### config.mk
export PLATFORM = sky130hd
export DESIGN_NAME = uart_tx_arbiter
export DESIGN_NICKNAME = d
export VERILOG_FILES = /design/src/rtl/uart_tx_pkg.sv /design/src/rtl/uart_tx_arbiter_rr.sv /design/src/rtl/uart_tx_arbiter.sv
export SDC_FILE = /design/constraint.sdc
export NUM_CORES = 1
export LEC_CHECK = 0
export BUFFER_PORTS_ARGS = -buffer_cell sky130_fd_sc_hd__buf_2
export CORE_MARGIN = 1.5
export CORE_UTILIZATION = 45
export DETAILED_ROUTE_END_ITERATION = 7
export GPL_ROUTABILITY_DRIVEN = 1
export GPL_TIMING_DRIVEN = 1
export PLACE_DENSITY = 0.8
export SYNTH_ARGS = -nofsm -noshare
export SYNTH_HDL_FRONTEND = slang
export SYNTH_HIERARCHICAL = 1
export SYNTH_SLANG_ARGS = --single-unit
### constraint.sdc
create_clock -name CLK -period 2.8 [get_ports CLK]
set_input_delay 0.56 -clock CLK [delete_from_list [all_inputs] [get_ports CLK]]
set_output_delay 0.56 -clock CLK [all_outputs]
set_load 0.03 [all_outputs]
### src/rtl/uart_tx_pkg.sv
// Shared constants for the UART TX arbiter: one-hot FSM encoding and parity types.
package uart_tx_pkg;

    typedef logic [4:0] state_t;

    localparam state_t IDLE       = 5'b00001;
    localparam state_t LAUNCH     = 5'b00010;
    localparam state_t WAIT_START = 5'b00100;
    localparam state_t WAIT_END   = 5'b01000;
    localparam state_t GAP        = 5'b10000;

    localparam logic PAR_EVEN = 1'b0;
    localparam logic PAR_ODD  = 1'b1;

endpackage

### src/rtl/uart_tx_arbiter_rr.sv
// Combinational round-robin picker: first asserted request at or after ptr, wrapping.
module rr_arbiter #(
    parameter int N_REQ = 4,
    parameter int IW    = $clog2(N_REQ)
) (
    input  logic [N_REQ-1:0] req,
    input  logic [IW-1:0]    ptr,
    output logic             gnt_valid,
    output logic [IW-1:0]    gnt_idx
);

    logic [IW:0] cand;

    always_comb begin
        gnt_valid = 1'b0;
        gnt_idx   = '0;
        cand      = '0;
        for (int k = 0; k < N_REQ; k++) begin
            cand = {1'b0, ptr} + (IW+1)'(k);
            if (cand >= (IW+1)'(N_REQ))
                cand = cand - (IW+1)'(N_REQ);
            if (!gnt_valid && req[cand[IW-1:0]]) begin
                gnt_valid = 1'b1;
                gnt_idx   = cand[IW-1:0];
            end
        end
    end

endmodule

### src/rtl/uart_tx_arbiter.sv
// Round-robin sharing of one UART transmitter: latches the winner's frame, launches it,
// tracks tx_busy to completion (or start timeout) and enforces an inter-frame gap.
module uart_tx_arbiter
    import uart_tx_pkg::*;
#(
    parameter int N_REQ         = 4,
    parameter int DW            = 8,
    parameter int START_TIMEOUT = 8,
    parameter int GAP_CYCLES    = 1
) (
    input  logic                     CLK,
    input  logic                     RST,
    input  logic [N_REQ-1:0]         req,
    input  logic [N_REQ*DW-1:0]      req_data,
    input  logic [N_REQ-1:0]         req_par_en,
    input  logic [N_REQ-1:0]         req_par_typ,
    output logic [N_REQ-1:0]         ack,
    output logic [N_REQ-1:0]         done,
    input  logic                     tx_busy,
    output logic                     tx_data_valid,
    output logic [DW-1:0]            tx_p_data,
    output logic                     tx_par_en,
    output logic                     tx_par_typ,
    output logic [$clog2(N_REQ)-1:0] owner_id,
    output logic                     arb_busy,
    output logic                     timeout_err
);

    localparam int IW = $clog2(N_REQ);
    localparam int TW = $clog2(START_TIMEOUT + 1);
    localparam int GW = $clog2(GAP_CYCLES + 1);

    state_t           state;
    logic [IW-1:0]    ptr;
    logic [TW-1:0]    to_cnt;
    logic [GW-1:0]    gap_cnt;
    logic             gnt_valid;
    logic [IW-1:0]    gnt_idx;
    logic [N_REQ-1:0] owner_oh;
    logic             start_expired;

    rr_arbiter #(.N_REQ(N_REQ), .IW(IW)) u_rr (
        .req       (req),
        .ptr       (ptr),
        .gnt_valid (gnt_valid),
        .gnt_idx   (gnt_idx)
    );

    assign start_expired = (to_cnt == TW'(START_TIMEOUT));

    always_ff @(posedge CLK or negedge RST) begin
        if (!RST) begin
            state      <= IDLE;
            ptr        <= '0;
            to_cnt     <= '0;
            gap_cnt    <= '0;
            tx_p_data  <= '0;
            tx_par_en  <= 1'b0;
            tx_par_typ <= PAR_EVEN;
            owner_id   <= '0;
        end else begin
            case (state)
                IDLE: if (gnt_valid) begin
                    state      <= LAUNCH;
                    tx_p_data  <= req_data[gnt_idx*DW +: DW];
                    tx_par_en  <= req_par_en[gnt_idx];
                    tx_par_typ <= req_par_typ[gnt_idx];
                    owner_id   <= gnt_idx;
                    ptr        <= (gnt_idx == IW'(N_REQ-1)) ? '0 : gnt_idx + 1'b1;
                end
                LAUNCH: begin
                    state  <= WAIT_START;
                    to_cnt <= '0;
                end
                // busy wins over an expiring counter in the same cycle
                WAIT_START: begin
                    if (tx_busy)
                        state <= WAIT_END;
                    else if (start_expired) begin
                        state   <= GAP;
                        gap_cnt <= '0;
                    end else
                        to_cnt <= to_cnt + 1'b1;
                end
                WAIT_END: if (!tx_busy) begin
                    state   <= GAP;
                    gap_cnt <= '0;
                end
                GAP: begin
                    if (gap_cnt == GW'(GAP_CYCLES-1))
                        state <= IDLE;
                    else
                        gap_cnt <= gap_cnt + 1'b1;
                end
                default: state <= IDLE;
            endcase
        end
    end

    // Outputs decode from state so an async reset clears them immediately.
    assign owner_oh      = N_REQ'(1) << owner_id;
    assign tx_data_valid = (state == LAUNCH);
    assign arb_busy      = (state != IDLE);
    assign ack           = tx_data_valid ? owner_oh : '0;
    assign done          = (state == WAIT_END && !tx_busy) ? owner_oh : '0;
    assign timeout_err   = (state == WAIT_START) && !tx_busy && start_expired;

endmodule

---- After elaboration in Yosys (flattened, before gate mapping) ----
Cells that the tools add are included.
word-level totals
  register bits ........................... 24
  input bits .............................. 47
  logic and storage cells ................. 101
  output and inout bits ................... 23
cells by class
  eq/ne operators ......................... 15
  magnitude comparators ................... 9
  reductions and logical operators ........ 16
  mux-type cells .......................... 41
  add/sub/neg operators ................... 10
  shift operators ......................... 2
operator list
  operator               number
  $shiftx A32 B6 Y8      1
  $mux W5                5
  $pmux W5 S5            1
  $mux W2                9
  $mux W4                4
  $lt A2 B3 Y1 const B   5
  $mux W1                14
  $bmux W1 S2            6
  $ne A2 B2 Y1 const B   6
  $ge A3 B3 Y1 const B   3
  $pmux W4 S2            1
  $reduce_and A4 Y1      2
  $sub A2 B1 Y2 const B  4
  $add A2 B2 Y3 const B  2
  $logic_and A1 B1 Y1    6
  $eq A5 B1 Y1 const B   1
  $eq A5 B2 Y1 const B   1
  $eq A5 B3 Y1 const B   1
  $eq A5 B4 Y1 const B   1
  $eq A5 B5 Y1 const B   1
  $ne A5 B1 Y1 const B   1
  $add A4 B1 Y4 const B  1
  $eq A4 B4 Y1 const B   1
  $logic_not A1 Y1       4
  12 further kinds       12

---- Longest topological paths before layout ----
Gate-level depths: netlist of run 1.
  depth after elaboration ................. 16
  depth in mapped cells ................... 6
  depth with buffers taken out ............ 6

---- Cells and area by module ----
Netlist of run 1, hierarchy kept.
modules (own cells, without submodules)
  module           area each (um2)  instances  cells an instance  sequential area each (um2)
  uart_tx_arbiter  1310.0           1          104                576.8
  rr_arbiter       77.6             1          15                 0.0

---- Worst setup path after synthesis of run 1 ----
OpenSTA, ideal clock, no wires.
  kind .................................... in2reg
  from .................................... in req[1]
  to ...................................... reg tx_p_data[2]
  buffers on the path ..................... 1
  arrival time ............................ 2.256 ns
  cell stages on the path ................. 6
  required time ........................... 2.675 ns
  slack ................................... 0.419 ns
  library setup time ...................... 0.125 ns
  path through ............................ inv_1 -> a221o_1 -> a21oi_1 -> buf_6 -> mux4_2 -> mux2_2
on the way
  longest elaborated chain between the ends .. 13
  elaborated cells on any way between the ends .. 24
  those cells by class .................... shift: 1; mux: 16; reduce/logical: 7
RTL lines
  item                           RTL line                  source
  start, declared                uart_tx_arbiter.sv:13     input logic [N_REQ-1:0] req,
  $bmux W1 S2                    uart_tx_arbiter_rr.sv:22  if (!gnt_valid && req[cand[IW-1:0]]) begin
  $mux W1 (not written as such)  uart_tx_arbiter_rr.sv:22
  $mux W1                        uart_tx_arbiter_rr.sv:22
  $logic_not A1 Y1               uart_tx_arbiter_rr.sv:22
  $logic_and A1 B1 Y1            uart_tx_arbiter_rr.sv:22
  $mux W1                        uart_tx_arbiter_rr.sv:22
  $logic_not A1 Y1               uart_tx_arbiter_rr.sv:22
  $logic_and A1 B1 Y1            uart_tx_arbiter_rr.sv:22
  $mux W1                        uart_tx_arbiter_rr.sv:22
  $logic_not A1 Y1               uart_tx_arbiter_rr.sv:22
  $logic_and A1 B1 Y1            uart_tx_arbiter_rr.sv:22
  $mux W2 (*)                    uart_tx_arbiter_rr.sv:22
  via gnt_idx[0]                 uart_tx_arbiter.sv:38     logic [IW-1:0] gnt_idx;
  $shiftx A32 B6 Y8 (*)          uart_tx_arbiter.sv:65     tx_p_data <= req_data[gnt_idx*DW +: DW];
  end signal, assigned           uart_tx_arbiter.sv:65
  end, declared                  uart_tx_arbiter.sv:21     output logic [DW-1:0] tx_p_data,
The timed path passes the listed nets; every way through them passes the cells marked *. The select of a mux whose other input is x is not followed.
A chain may end at the register's enable or synchronous reset.

---- Worst setup path in the final report of run 1 ----
  from .................................... reg state[4]
  to ...................................... out done[0]
on the way
  longest elaborated chain between the ends .. 3
RTL lines
  item                    RTL line                source
  start, declared         uart_tx_arbiter.sv:33   state_t state;
  start signal, assigned  uart_tx_arbiter.sv:53   state <= IDLE;
  start signal, assigned  uart_tx_arbiter.sv:64   state <= LAUNCH;
  start signal, assigned  uart_tx_arbiter.sv:72   state <= WAIT_START;
  $eq A5 B4 Y1            uart_tx_arbiter.sv:105  assign done = (state == WAIT_END && !tx_busy) ? owner_oh : '0;
  $logic_and A1 B1 Y1     uart_tx_arbiter.sv:105
  $mux W4                 uart_tx_arbiter.sv:105
  end, declared           uart_tx_arbiter.sv:18   output logic [N_REQ-1:0] done,
No other way between the ends.

==> flow_metrics.tcl, run 1 <==
set metrics [dict create \
    setup_viol 0 \
    seqPwrFrac_pct 32.8 \
    groute.layer.met3.usage_pct 3.30 \
    num_rows 19 \
    critical_path.startpoint_type "flip-flop" \
    fin_worst_skew_ns 0.00483 \
    internal_power_uw 1020 \
    worst_pin_slew_ns 0.496 \
    numCtsBuffers 3 \
    p_comb_share_pct 59.0 \
    initial_antenna_violation_count 0 \
    period_minus_slack_ns 2.25 \
    drt_pass1_iterations 4 \
    switching_share_pct 44.4 \
    viasPerCell 5.51 \
    place.gp.congestion 0.770 \
    num_antenna_cells 0 \
    floorplan.die.height_um 58.5 \
    powerDensity_nw_per_um2 1030 \
    static-leakage-power_uw 0.000903 \
    cts-htree-levels 1 \
    postRouteWirelength_mm 3.08 \
    clock_insertion_delay_worst_skew_ns 0.30 \
    post_detailed_placement_cell_area_um2 1760 \
    grt_util_all_layers_pct 19.4 \
    unrepaired_setup_endpoints_after_global_routing "false" \
    critical_path.max_fanout 4 \
    first_global_vias 1220 \
    cp_data_arrival_time_ns 1.69 \
    status "finished, final reports clean" \
    edff_count_synth 0 \
    dieWidth_um 58.5 \
    switchingPower_uw 817 \
    cell_at_the_root_of_the_clock_tree "sky130_fd_sc_hd__clkbuf_4" \
    synthArstFlopShare_pct 100 \
    drc 0 \
    synth-warning-count 6 \
    portBuffers 69 \
    synth_seq_cells 23 \
    synthesis.instances 119 \
    fillers 220 \
    post_cts_hold_buffer_count 0 \
    ant_nets 0 \
    post_cts_buffers 0 \
    timing.final.max_slew_violations 0 \
    grt_use_met2_pct 35.8 \
    irDropWorstVdd_v 0.000654 \
    first_pass_grt_wire_length_mm 5.18 \
    fp.coreArea_um2 2830 \
    area_growth_pct 29.1 \
    min_path_type "primary input to asynchronous set/reset pin" \
    vias 1224 \
    crit_type "flip-flop to output port" \
    tritoncts "yes" \
    synth.yosys.seq_area_share_pct 41.6 \
    fmax_mhz 444 \
    postSynthAreaPerCell_um2 11.7 \
    timing.slew.headroom_pct 66.9 \
    finish.instance_area_um2 1790 \
    fin_tns_setup_ns 0 \
    grt.overflow.total 0 \
    timing.final.crit_share_pct 80.4 \
    final_common_cell "sky130_fd_sc_hd__buf_2" \
    mappedNetlistNets 169 \
    die-area_um2 3430 \
    design.portCount 70 \
    initial_utilization_pct 49.0 \
    pwr-share-clk_pct 8.3 \
    nNetsFinal 242 \
    grt.busiest_layer "met2" \
    routedWlPerCell_um 13.9 \
    worst_ep_required_time_ns 2.24 \
    total_power_uw 1840 \
    grt.met1_usage_pct 23.4 \
    postLayoutSetupSlackWorst_ns 0.548 \
    layout_common_cells "69 x sky130_fd_sc_hd__buf_2, 22 x sky130_fd_sc_hd__dfrtp_1, 13 x sky130_fd_sc_hd__nor2_1, 13 x sky130_fd_sc_hd__mux2_2" \
    cts.sink_count 23 \
    synthesis.area_um2 1390 \
    critical_path.endpoint_type "output port" \
    clockBufferDepth 2 \
    cts_repair_resize_count 0 \
    worst_setup_hold_path_clk_slew_ns 0.13 \
    pin_count_of_the_biggest_net_entering_global_routing 24 \
    timing.max_cap.violations 0 \
    post_route_cells_drive_above_1_share_pct 55.0 \
    post-dp-hpwl_mm 2.52 \
    synthFlopType "sky130_fd_sc_hd__dfrtp_1" \
    final_hold_viol_count 0 \
    synth.distinct_cells 34 \
    place_ws_ns 0.399 \
    dr_iter_0_viols 18 \
]
[routing by layer]
layer	share of wire (%)	vias up
met2	54	51
met5	0	-
li1	-	576
met3	6.2	2
met4	0.39	0
met1	39	595
[worst paths after layout]
kind                                           from                        to  slack, ns  cells past startpoint
min reg2reg                tx_p_data[1]$_DFFE_PN0P_  tx_p_data[1]$_DFFE_PN0P_       0.52                      1
min in group CLK           tx_p_data[1]$_DFFE_PN0P_  tx_p_data[1]$_DFFE_PN0P_       0.52                      1
max                            state[4]$_DFFE_PN0P_                   done[0]       0.55                      4
max reg2reg                      ptr[0]$_DFFE_PN0P_  tx_p_data[2]$_DFFE_PN0P_       0.71                      6
min                                             RST     to_cnt[1]$_DFFE_PN0P_       0.19                      1
max in group asynchronous                       RST      state[0]$_DFFE_PN1P_       2.25                      1
[registers in the layout, summed over array words and instances (netlist names)]
register	flops
owner_id	2
tx_par_typ	1
state	5
to_cnt	4
tx_par_en	1
tx_p_data	8
ptr	2
[logic make-up (layout without fill, tap and decap cells)]
kind of cell | after synthesis | count (layout) | synth area share (%)
AOI/OAI and AO/OA | 14 | 14 | 6.85
buffers and inverters | 14 | 86 | 4.87
muxes | 24 | 24 | 27.6
xor gates and xnor gates | 1 | 1 | 0.631
adders and majority gates | 3 | 3 | 2.71
and+or+nand+nor | 40 | 40 | 15.8
DFF | 23 | 23 | 41.6
[cells in the mapped netlist (2+ instances only)]
cell type	n	area share (%)
sky130_fd_sc_hd__dfrtp_1	22	40
sky130_fd_sc_hd__mux2_2	13	11
sky130_fd_sc_hd__nor2_1	13	3.5
sky130_fd_sc_hd__inv_1	10	2.7
sky130_fd_sc_hd__mux4_2	10	16
sky130_fd_sc_hd__nand2_1	5	1.4
sky130_fd_sc_hd__nand3_1	5	1.8
sky130_fd_sc_hd__a21oi_1	4	1.4
sky130_fd_sc_hd__nand2b_1	4	1.8
sky130_fd_sc_hd__ha_1	3	2.7
sky130_fd_sc_hd__nor3_1	3	1.1
sky130_fd_sc_hd__o21ai_0	3	1.1
sky130_fd_sc_hd__buf_6	2	1.6
sky130_fd_sc_hd__nor2b_1	2	0.90
[metrics by stage]
stage	std cells	hold slack, ns	utilization, %
global placement	218	0.484	62.4
detailed placement	218	0.498	62.4
floorplan	119	0.264	-
finish	222	0.194	63.3
global route	222	0.224	63.3
CTS	222	0.217	63.3
[critical path, cell delays in order (launching register included)]
cell and delay, ns:
sky130_fd_sc_hd__dfrtp_1 0.45, sky130_fd_sc_hd__nor4_4 0.38, sky130_fd_sc_hd__nand2_1 0.18, sky130_fd_sc_hd__nor3_1 0.16
sky130_fd_sc_hd__buf_2 0.22
[power groups by stage]
| stage | Combinational, uW | Clock, uW | Sequential [uW] |
|---|---|---|---|
| 2_1_floorplan | 681 | 0 | 764 |
| 3_3_place_gp | 1060 | 0 | 596 |
| 3_5_place_dp | 1100 | 0 | 608 |
| 4_1_cts | 1100 | 158 | 602 |
| 5_1_grt | 1180 | 173 | 623 |
| 6_report | 1080 | 152 | 603 |
[layout make-up]
class | instances | area, um^2 | share of cell area, %
Multi-Input combinational cell | 82 | 747 | 41.7
Sequential cell | 23 | 577 | 32.2
Timing Repair Buffer | 71 | 360 | 20.1
Inverter | 11 | 41.3 | 2.30
Tap cell | 31 | 38.8 | 2.16
Clock buffer | 3 | 22.5 | 1.26
Clock inverter | 1 | 5.00 | 0.279
(Power assumes the default switching activity.)
==> run 2: changes to the inputs <==
==> constraint.sdc (replaced) <==
create_clock -name CLK -period 2.1 [get_ports CLK]
set_input_delay 0.42 -clock CLK [delete_from_list [all_inputs] [get_ports CLK]]
set_output_delay 0.42 -clock CLK [all_outputs]
set_load 0.03 [all_outputs]
==> flow_metrics.tcl, run 2 (synthesized netlist as in run 1, its figures left out) <==
set metrics [dict create \
    viasPerCell 5.44 \
    unrepaired_setup_endpoints_after_global_routing "true" \
    timing.max_cap.violations 0 \
    worst_setup_hold_path_clk_slew_ns 0.14 \
    post_layout_nonfiller_instances 226 \
    min_path_type "primary input to asynchronous set/reset pin" \
    area_growth_pct 33.9 \
    worst_ep_required_time_ns 2.32 \
    clock_insertion_delay_worst_skew_ns 0.31 \
    drt_pass1_iterations 4 \
    tritoncts "yes" \
    irDropWorstVdd_v 0.000881 \
    initial_antenna_violation_count 0 \
    place.gp.congestion 0.764 \
    fp.coreArea_um2 2830 \
    layout_common_cells "69 x sky130_fd_sc_hd__buf_2, 21 x sky130_fd_sc_hd__dfrtp_1, 13 x sky130_fd_sc_hd__nor2_1" \
    nNetsFinal 246 \
    grt_util_all_layers_pct 20.7 \
    place_inst 220 \
    status "finished, final reports clean" \
    clockBufferDepth 2 \
    pwr-share-clk_pct 8.2 \
    total_power_uw 2600 \
    drc 0 \
    initial_utilization_pct 49.0 \
    register_ranked_first_by_flip_flop_count "tx_p_data" \
    fillers 220 \
    p_comb_share_pct 60.6 \
    cp_data_arrival_time_ns 2.31 \
    setup_viol 0 \
    design.portCount 70 \
    biggestRegsByFlops "tx_p_data: 8 flops, state: 5 flops, to_cnt: 4 flops" \
    grt.overflow.total 0 \
    static-leakage-power_uw 0.000934 \
    place_ws_ns -0.160 \
    post_cts_hold_buffer_count 0 \
    post_detailed_placement_cell_area_um2 1800 \
    postRouteWirelength_mm 3.22 \
    worst_pin_slew_ns 0.507 \
    largest_reg_flops 8 \
    ant_nets 0 \
    finish.instance_area_um2 1860 \
    crit-reg2reg-launch "ptr[0]$_DFFE_PN0P_" \
    num_antenna_cells 0 \
    postLayoutSetupSlackWorst_ns 0.00628 \
    crit_type "flip-flop to flip-flop" \
    num_rows 19 \
    final_hold_viol_count 0 \
    timing.final.max_slew_violations 0 \
    critical_path.startpoint_type "flip-flop" \
    numCtsBuffers 3 \
    internal_power_uw 1450 \
    pin_count_of_the_biggest_net_entering_global_routing 24 \
    post-dp-hpwl_mm 2.60 \
    first_global_vias 1278 \
    routedWlPerCell_um 14.3 \
    cts-htree-levels 1 \
    period_minus_slack_ns 2.09 \
    seqPwrFrac_pct 31.2 \
    critical_path.endpoint_type "flip-flop" \
    crit_path_start "ptr[0]$_DFFE_PN0P_" \
    timing.final.crit_share_pct 99.7 \
    switching_share_pct 44.1 \
    dieWidth_um 58.5 \
    critical_path.max_fanout 10 \
    powerDensity_nw_per_um2 1400 \
    timing.slew.headroom_pct 66.2 \
    dr_iter_0_viols 34 \
    cts.sink_count 23 \
    portBuffers 69 \
    vias 1230 \
    cell_at_the_root_of_the_clock_tree "sky130_fd_sc_hd__clkbuf_4" \
    fin_worst_skew_ns 0.00345 \
    first_pass_grt_wire_length_mm 5.29 \
    final_common_cell "sky130_fd_sc_hd__buf_2" \
    die-area_um2 3430 \
    switchingPower_uw 1140 \
    post_route_cells_drive_above_1_share_pct 56.9 \
    floorplan.die.height_um 58.5 \
    fmax_mhz 478 \
]
==> run 2: changes by cell type in the layout (fill, tap and decap cells not counted), sizes merged <==
cell and delta:
clkinv -1, buf +4, clkinvlp +1
==> run 2: stage by stage <==
stage,hold slack (ns),TNS (ns),utilization [%]
floorplan,0.124,0,-
global placement,0.414,-0.553,63.6
detailed placement,0.420,-1.35,63.6
CTS,0.0664,0,64.7
global route,0.0736,-0.239,65.7
finish,0.0530,0,65.7
==> run 2: power groups by stage <==
stage / clock, uW / combinational, uW / sequential (uW)
after CTS: 223 / 1550 / 807
after detailed placement: 0 / 1540 / 816
after global routing: 241 / 1710 / 836
final: 214 / 1570 / 810
after global placement: 0 / 1480 / 797
after floorplan: 0 / 926 / 1020
==> run 2: metal layers <==
metal | track usage (%) | routed length (um)
met5 | 0 | 0
met2 | 43.3 | 1890
met3 | 5.05 | 170
met1 | 19.3 | 1140
met4 | 5.32 | 23
==> run 2: timing repair <==
action                     4_1_cts  5_1_grt
setup endpoints to repair        1       18
pin swaps                        1        1
setup buffers                    0        2
resized for setup                0        4
gates cloned                     0        0
==> run 2: final timing paths <==
path | endpoint | slack, ns | cells past startpoint
worst max register to register | tx_p_data[5]$_DFFE_PN0P_ | 0.006 | 6
worst min-delay path | tx_p_data[0]$_DFFE_PN0P_ | 0.05 | 1
max in group asynchronous | state[4]$_DFFE_PN0P_ | 1.69 | 1
worst min register to register | tx_p_data[1]$_DFFE_PN0P_ | 0.53 | 1
min in group CLK | state[3]$_DFFE_PN0P_ | 0.40 | 2
worst max-delay path | tx_p_data[5]$_DFFE_PN0P_ | 0.006 | 6
==> run 2: layout make-up <==
class                   instances  area [um^2]  area share, %
clock inverters                 1         7.51          0.404
inverters                      11         41.3           2.22
flip-flops and latches         23          578           31.1
well taps                      31         38.8           2.09
clock buffers                   3         22.5           1.21
repair buffers                 75          403           21.7
multi-input cells              82          767           41.3
==> run 2: worst max-delay path, stage by stage (launching register included) <==
cell	delay (ns)
sky130_fd_sc_hd__dfrtp_1	0.42
sky130_fd_sc_hd__inv_2	0.05
sky130_fd_sc_hd__a221o_1	0.37
sky130_fd_sc_hd__a21oi_4	0.20
sky130_fd_sc_hd__buf_12	0.17
sky130_fd_sc_hd__mux4_2	0.50
sky130_fd_sc_hd__mux2_4	0.28
